<file path="src/rtl/snn_pkg.sv">
// Shared defaults and types for the spike memory writer and reader pair.
// Latency: n/a (declarations only).
// Backpressure: n/a.
package snn_pkg;

    localparam int SIZE_SPIKE_DEF          = 10;
    localparam int SIZE_SPIKE_MAX_DEF      = 512;
    localparam int NUM_TIMESTEPS_DEF       = 10;
    localparam int SIZE_ADDR_SPIKE_MEM_DEF = 13;
    localparam int SIZE_ADDR_STEP_DEF      = 4;
    localparam int SIZE_COUNT_DEF          = 10;

    // Total index-list words for one layer pass.
    localparam int SPIKE_MEM_DEPTH = SIZE_SPIKE_MAX_DEF * NUM_TIMESTEPS_DEF;

    typedef enum logic [1:0] {
        IDLE,
        COLLECT,
        WRITE_COUNT,
        DONE
    } state_t;

endpackage

</file>
<file path="src/rtl/spike_slot_counter.sv">
// Per-timestep slot counter with saturation, sticky overflow and running step base address.
// Latency: slot/base/overflow update on the edge after the controlling strobe; wr_addr is combinational.
// Backpressure: none; accepts beyond saturation are counted as drops via overflow.
module spike_slot_counter
    import snn_pkg::*;
#(
    parameter int size_spike_max      = SIZE_SPIKE_MAX_DEF,
    parameter int size_addr_spike_mem = SIZE_ADDR_SPIKE_MEM_DEF,
    parameter int size_count          = SIZE_COUNT_DEF
) (
    input  logic                           clk,
    input  logic                           reset,
    input  logic                           clear,
    input  logic                           accept,
    input  logic                           step_close,
    input  logic                           step_adv,
    output logic [size_count-1:0]          slot,
    output logic [size_addr_spike_mem-1:0] wr_addr,
    output logic                           saturated,
    output logic                           overflow
);

    logic [size_addr_spike_mem-1:0] base_q;

    assign saturated = (slot == size_count'(size_spike_max));
    // Base replaces step*size_spike_max so no multiplier is needed.
    assign wr_addr   = base_q + size_addr_spike_mem'(slot);

    // Slot advances per stored event, holds at saturation, rewinds at each step boundary.
    always_ff @(posedge clk or negedge reset) begin
        if (!reset) begin
            slot <= '0;
        end else if (clear || step_close) begin
            slot <= '0;
        end else if (accept && !saturated) begin
            slot <= slot + 1'b1;
        end
    end

    // Step base address moves one full slot block per completed non-final step.
    always_ff @(posedge clk or negedge reset) begin
        if (!reset) begin
            base_q <= '0;
        end else if (clear) begin
            base_q <= '0;
        end else if (step_adv) begin
            base_q <= base_q + size_addr_spike_mem'(size_spike_max);
        end
    end

    // Overflow is sticky across the pass; only a new pass clears it.
    always_ff @(posedge clk or negedge reset) begin
        if (!reset) begin
            overflow <= 1'b0;
        end else if (clear) begin
            overflow <= 1'b0;
        end else if (accept && saturated) begin
            overflow <= 1'b1;
        end
    end

endmodule

</file>
<file path="src/rtl/spike_mem_writer.sv">
// Collects per-timestep spike indices into spike memory and writes each step's count header.
// Latency: spike memory write 1 cycle after acceptance; count write in the cycle after step_end.
// Backpressure: spike_ready only in COLLECT; events past the slot limit are accepted and dropped.
module spike_mem_writer
    import snn_pkg::*;
#(
    parameter int size_spike          = SIZE_SPIKE_DEF,
    parameter int size_spike_max      = SIZE_SPIKE_MAX_DEF,
    parameter int num_timesteps       = NUM_TIMESTEPS_DEF,
    parameter int size_addr_spike_mem = SIZE_ADDR_SPIKE_MEM_DEF,
    parameter int size_addr_step      = SIZE_ADDR_STEP_DEF,
    parameter int size_count          = SIZE_COUNT_DEF
) (
    input  logic                           clk,
    input  logic                           reset,
    input  logic                           start,
    input  logic                           spike_valid,
    input  logic [size_spike-1:0]          spike_index,
    output logic                           spike_ready,
    input  logic                           step_end,
    output logic                           mem_we,
    output logic [size_addr_spike_mem-1:0] mem_addr,
    output logic [size_spike-1:0]          mem_data,
    output logic                           cnt_we,
    output logic [size_addr_step-1:0]      cnt_addr,
    output logic [size_count-1:0]          cnt_data,
    output logic                           busy,
    output logic                           done,
    output logic                           overflow
);

    state_t                         state_q;
    state_t                         state_d;
    logic [size_addr_step-1:0]      step_q;
    logic [size_count-1:0]          slot;
    logic [size_addr_spike_mem-1:0] wr_addr;
    logic                           saturated;
    logic                           in_collect;
    logic                           accept;
    logic                           last_step;
    logic                           pass_start;
    logic                           step_close;
    logic                           step_adv;

    assign in_collect = (state_q == COLLECT);
    assign accept     = spike_valid && in_collect;
    assign last_step  = (step_q == size_addr_step'(num_timesteps - 1));
    assign pass_start = (state_q == IDLE) && start;
    assign step_close = (state_q == WRITE_COUNT);
    assign step_adv   = step_close && !last_step;

    spike_slot_counter #(
        .size_spike_max      (size_spike_max),
        .size_addr_spike_mem (size_addr_spike_mem),
        .size_count          (size_count)
    ) u_slot (
        .clk        (clk),
        .reset      (reset),
        .clear      (pass_start),
        .accept     (accept),
        .step_close (step_close),
        .step_adv   (step_adv),
        .slot       (slot),
        .wr_addr    (wr_addr),
        .saturated  (saturated),
        .overflow   (overflow)
    );

    // State register.
    always_ff @(posedge clk or negedge reset) begin
        if (!reset) begin
            state_q <= IDLE;
        end else begin
            state_q <= state_d;
        end
    end

    // Next-state logic: start only matters in IDLE, step_end only in COLLECT.
    always_comb begin
        state_d = state_q;
        case (state_q)
            IDLE:        if (start) state_d = COLLECT;
            COLLECT:     if (step_end) state_d = WRITE_COUNT;
            WRITE_COUNT: state_d = last_step ? DONE : COLLECT;
            DONE:        state_d = IDLE;
            default:     state_d = IDLE;
        endcase
    end

    // State-decoded outputs; the count header write carries the slot value that includes any event taken with step_end.
    always_comb begin
        spike_ready = 1'b0;
        busy        = 1'b0;
        done        = 1'b0;
        cnt_we      = 1'b0;
        cnt_addr    = '0;
        cnt_data    = '0;
        case (state_q)
            COLLECT: begin
                spike_ready = 1'b1;
                busy        = 1'b1;
            end
            WRITE_COUNT: begin
                busy     = 1'b1;
                cnt_we   = 1'b1;
                cnt_addr = step_q;
                cnt_data = slot;
            end
            DONE:    done = 1'b1;
            default: ;
        endcase
    end

    // Timestep counter: zero at pass start, advance after each non-final count write.
    always_ff @(posedge clk or negedge reset) begin
        if (!reset) begin
            step_q <= '0;
        end else if (pass_start) begin
            step_q <= '0;
        end else if (step_adv) begin
            step_q <= step_q + 1'b1;
        end
    end

    // Registered spike memory write port: one cycle after each stored acceptance.
    always_ff @(posedge clk or negedge reset) begin
        if (!reset) begin
            mem_we   <= 1'b0;
            mem_addr <= '0;
            mem_data <= '0;
        end else begin
            mem_we <= accept && !saturated;
            if (accept && !saturated) begin
                mem_addr <= wr_addr;
                mem_data <= spike_index;
            end
        end
    end

endmodule

</file>
<file path="config.mk">
export PLATFORM = sky130hd
export DESIGN_NAME = spike_mem_writer
export DESIGN_NICKNAME = d
export VERILOG_FILES = /design/src/rtl/snn_pkg.sv /design/src/rtl/spike_slot_counter.sv /design/src/rtl/spike_mem_writer.sv
export SDC_FILE = /design/constraint.sdc
export NUM_CORES = 1
export LEC_CHECK = 0
export ABC_AREA = 1
export CORE_ASPECT_RATIO = 0.9
export CORE_UTILIZATION = 30
export DETAILED_ROUTE_END_ITERATION = 16
export PLACE_DENSITY_LB_ADDON = 0.15
export SETUP_SLACK_MARGIN = 0.2
export SYNTH_ARGS = -nofsm -noshare
export SYNTH_HDL_FRONTEND = slang
export SYNTH_HIERARCHICAL = 1
export SYNTH_SLANG_ARGS = --single-unit
</file>
<file path="constraint.sdc">
create_clock -name clk -period 1.9 [get_ports clk]
set_input_delay 0.19 -clock clk [delete_from_list [all_inputs] [get_ports clk]]
set_output_delay 0.19 -clock clk [all_outputs]
set_load 0.005 [all_outputs]
</file>
==> impl.org <==
** Critical path
- Depth of the worst register-to-register path :: 10
- Crit path DAT :: between 1 and 1.5 ns
- Startpoint of the worst-slack reg-to-reg timing path :: u_slot/slot[0]$_DFFE_PN0P_
- Worst reg-to-reg setup slack :: 0.33 ns
- Required time reported for the critical path endpoint :: 1.71 ns
- Crit Reg-Reg Endpoint :: mem_addr[9]$_DFFE_PN0P_
- The worst setup path is launched from a flop.
- Worst Path Class, Setup :: flop to output pin
- Nature of the critical path endpoint :: output pin
- Critical-path maximum fanout :: 8

** Timing
- Slew @ Worst Pin :: about 0.31 ns
- Setup repair after global routing could not meet its margin everywhere.
- Post-route minimum period :: roughly 1.7 ns
- Setup slack on the critical path of the routed design comes to between 0.2 and 0.25 ns.
- Post-Route Skew :: roughly 0.007 ns
- Tightest slew margin relative to the limit :: slightly below 80%
- The final-report max-slew violation count came to 0.
- The final critical path takes up roughly 87% of the cycle.
- The final number of hold-violating endpoints was 0.
- Hold timing on the final database bottoms out at a slack of around 0.30 ns.
- Setup violations remaining at the end of the flow were counted as 0.
- Maximum frequency from static timing analysis :: between 0.6 and 0.7 GHz
- Setup total negative slack :: 0 ns

** Detailed routing
- The count of nets left with antenna violations once routing finished came out at 0.
- Detailed routing inserted a total of 2180 vias.
- The first routing iteration left 55 violations.
- TritonRoute pass-1 iters :: 12
- Wire length per cell :: ~12 um
- After detailed routing, the number of remaining DRC violations is 4.
- Drt total wl :: approximately 6000 um
- Using the TritonRoute via totals, the vias-per-cell ratio works out to 4.38.

** Floorplanning
- Row generation in the floorplan step produced 31 rows.
- Effective utilization at floorplan :: between 30% and 40%
- Floorplan core area :: 8070 um^2
- The die is just under 100 um wide.
- # IOs :: 58
- Die Area :: slightly below 9000 um^2
- In this run the vertical extent of the chip is between 80 and 90 um.

** Place
- RD Place Congestion :: around 0.8
- During placement, the flow inserted port buffers numbering 57.
- Detailed placement ended at an HPWL of around 4200 um.
- The placed instances occupy a cell area of approximately 3200 um^2.
- Worst setup slack before clock tree synthesis :: 0.110 ns
- Number of cells in the design after placement :: 480

** Finish
- Area Overhead vs Synth :: 36.5%
- Sequential cell area :: 1130 um^2
- Post-route cell area :: around 3400 um^2
- In the final layout, the multi-input gates occupy 1110 um^2.
- Cells with a size suffix above 1 make up between 10 and 15% of the layout.
- Measured on the finished design, the core utilization comes to a little over two fifths.
- Excluding fillers, the count of instances in the completed layout stands at 498.
- The number of antenna diodes in the final layout is 0.
- The net count of the finished layout is 425.
- Count of fill cells added during filler insertion :: between 800 and 900

** Run
- Max-capacitance violation count :: 0

** Clock network
- After clock tree synthesis, the clock-pin slew on the worst setup and hold paths is around 0.09 ns.
- Clock tree from TritonCTS :: done
- TritonCTS buffer count :: 5
- Number of H-tree branching levels :: 2
- Clock latency on the worst-skew pair, taken at its later pin, is ~0.30 ns.
- The clock passes through at most 2 buffers.
- The root buffer cell chosen for the clock tree is sky130_fd_sc_hd__clkbuf_8.
- Clock sink total :: 45

** Power
- In this run the power density over the cells is 1130 nW/um^2.
- Overall Power :: roughly 3.9 mW
- Max rail drop VDD :: approximately 480 uV
- In this run the static leakage power is roughly 1.9 nW.

** Logic synthesis
- Yosys mapped the design onto 27 distinct sky130hd cell types.
- Synthesis inferred 45 register bits.
- Mapped Nets :: roughly 350
- Post-synthesis instance total :: 325
- Summed instance area of the synthesized netlist :: about 2500 um^2
- Sequential cells were found to cover 44.9% of the synthesized design area.
- YS warnings :: 6
- Synth Area per Inst :: around 7.7 um^2

** Min path
- Hold Path Class :: input port to async pin

** Run status
- The flow ran to the end, but the final reports show violations.
- The checks that failed: design-rule violations.

** Global route
- Wire length of the first global-routing pass :: 10100 um
- After global routing the overflow that remains totals 0.
- The initial antenna violation count is 0.
- The via count of the first global-routing pass was 2159.
- Global routing consumed, over all layers together, about 15% of the routing resources.
- Entering global routing, the biggest net connects 25 pins.
repair_timing:
action                                  CTS  global route
gates resized for setup                  30            13
pin swaps                                 1             4
hold buffers                              1             0
setup buffers                             3             4
endpoints found under the setup margin   43            47
endpoints found under the hold margin    12             0
gates cloned                              0             2
synthesized netlist by cell type:
cell type	number	area share [%]
sky130_fd_sc_hd__inv_2	1	0.15
sky130_fd_sc_hd__nor2_4	2	0.90
sky130_fd_sc_hd__nand3_1	14	2.8
sky130_fd_sc_hd__a21oi_1	4	0.80
sky130_fd_sc_hd__dfrtp_1	45	45
sky130_fd_sc_hd__nor3_1	1	0.20
sky130_fd_sc_hd__nor2_2	2	0.50
sky130_fd_sc_hd__xor2_1	3	1.0
sky130_fd_sc_hd__dlygate4sd3_1	1	0.40
sky130_fd_sc_hd__nand2_1	139	21
sky130_fd_sc_hd__inv_8	1	0.45
sky130_fd_sc_hd__nor2_1	15	2.2
sky130_fd_sc_hd__buf_6	5	2.2
sky130_fd_sc_hd__inv_1	43	6.4
sky130_fd_sc_hd__nand4_1	13	3.2
sky130_fd_sc_hd__or2_1	1	0.25
sky130_fd_sc_hd__buf_4	2	0.60
sky130_fd_sc_hd__ha_1	12	6.0
sky130_fd_sc_hd__buf_12	2	1.6
sky130_fd_sc_hd__or2_2	2	0.50
sky130_fd_sc_hd__o21ai_1	1	0.20
sky130_fd_sc_hd__nor2_8	1	0.80
sky130_fd_sc_hd__a31oi_1	1	0.25
sky130_fd_sc_hd__xnor2_1	1	0.35
sky130_fd_sc_hd__clkbuf_1	8	1.2
sky130_fd_sc_hd__o21ai_0	3	0.60
sky130_fd_sc_hd__o21bai_1	2	0.60
worst max-delay path, stage by stage (launching register included):
cell and delay, ns:
sky130_fd_sc_hd__dfrtp_2 0.48, sky130_fd_sc_hd__ha_4 0.19, sky130_fd_sc_hd__buf_6 0.13, sky130_fd_sc_hd__nand2_1 0.07, sky130_fd_sc_hd__inv_1 0.04, sky130_fd_sc_hd__dlygate4sd2_1 0.25
worst max-delay path by stage:
stage                                     from                    endpoint  slack, ns  depth (start not counted)
finish                  state_q[1]$_DFFE_PN0P_                 cnt_data[3]       0.25                          5
global route            state_q[1]$_DFFE_PN0P_                 cnt_data[3]       0.19                          5
CTS                     state_q[0]$_DFFE_PN0P_                 cnt_data[1]       0.24                          6
detailed placement  u_slot/slot[0]$_DFFE_PN0P_     mem_addr[9]$_DFFE_PN0P_       0.11                         10
global placement        state_q[0]$_DFFE_PN0P_  u_slot/slot[0]$_DFFE_PN0P_       0.16                          8
floorplan               state_q[0]$_DFFE_PN0P_  u_slot/slot[0]$_DFFE_PN0P_       0.26                          9
cell type report:
cell class / count / area share [%]
Clock inverter: 3 / 0.621
Sequential cell: 45 / 33.0
Multi-Input combinational cell: 218 / 32.3
Inverter: 45 / 5.23
Tap cell: 99 / 3.62
Timing Repair Buffer: 83 / 23.2
Clock buffer: 5 / 2.01
where the power goes:
group          switching (mW)  total [mW]  internal, mW
Clock                   0.352       0.613         0.261
Sequential              0.204        1.42          1.22
Combinational           0.921        1.84         0.918
cells by family (layout without fill, tap and decap cells):
family / count (synthesis) / count (layout) / share of synthesized area [%]
and+or+nand+nor: 190 / 191 / 32.2
buffers and inverters: 63 / 136 / 13.1
adders and majority gates: 12 / 12 / 5.98
DFF: 45 / 45 / 44.9
xor gates and xnor gates: 4 / 4 / 1.40
AOI/OAI and AO/OA: 11 / 11 / 2.44
routing by layer:
layer	vias to the layer above	wire [um]	track usage (%)
met2	55	2750	25.2
li1	1130	-	-
met5	-	0	0
met3	9	347	3.40
met4	0	75	4.88
met1	986	2820	18.7
layout by cell type (no fill, tap or decap), types with 4 or more instances in the layout:
master,instances
sky130_fd_sc_hd__inv_2,5
sky130_fd_sc_hd__clkbuf_8,5
sky130_fd_sc_hd__inv_1,38
sky130_fd_sc_hd__dfrtp_1,43
sky130_fd_sc_hd__buf_4,20
sky130_fd_sc_hd__dlygate4sd2_1,14
sky130_fd_sc_hd__nand4_1,13
sky130_fd_sc_hd__nor2_1,15
sky130_fd_sc_hd__a21oi_1,4
sky130_fd_sc_hd__ha_1,9
sky130_fd_sc_hd__nand3_1,13
sky130_fd_sc_hd__clkdlybuf4s15_1,4
sky130_fd_sc_hd__nand2_1,139
sky130_fd_sc_hd__clkdlybuf4s50_1,38
registers in the layout (all words and copies together), names as in the netlist:
name / flops
mem_addr: 13
mem_data: 10
mem_we: 1
state_q: 2
step_q: 4
u_slot/base_q: 4
u_slot/overflow: 1
u_slot/slot: 10
Note: power is estimated with default switching activity, not from simulation.
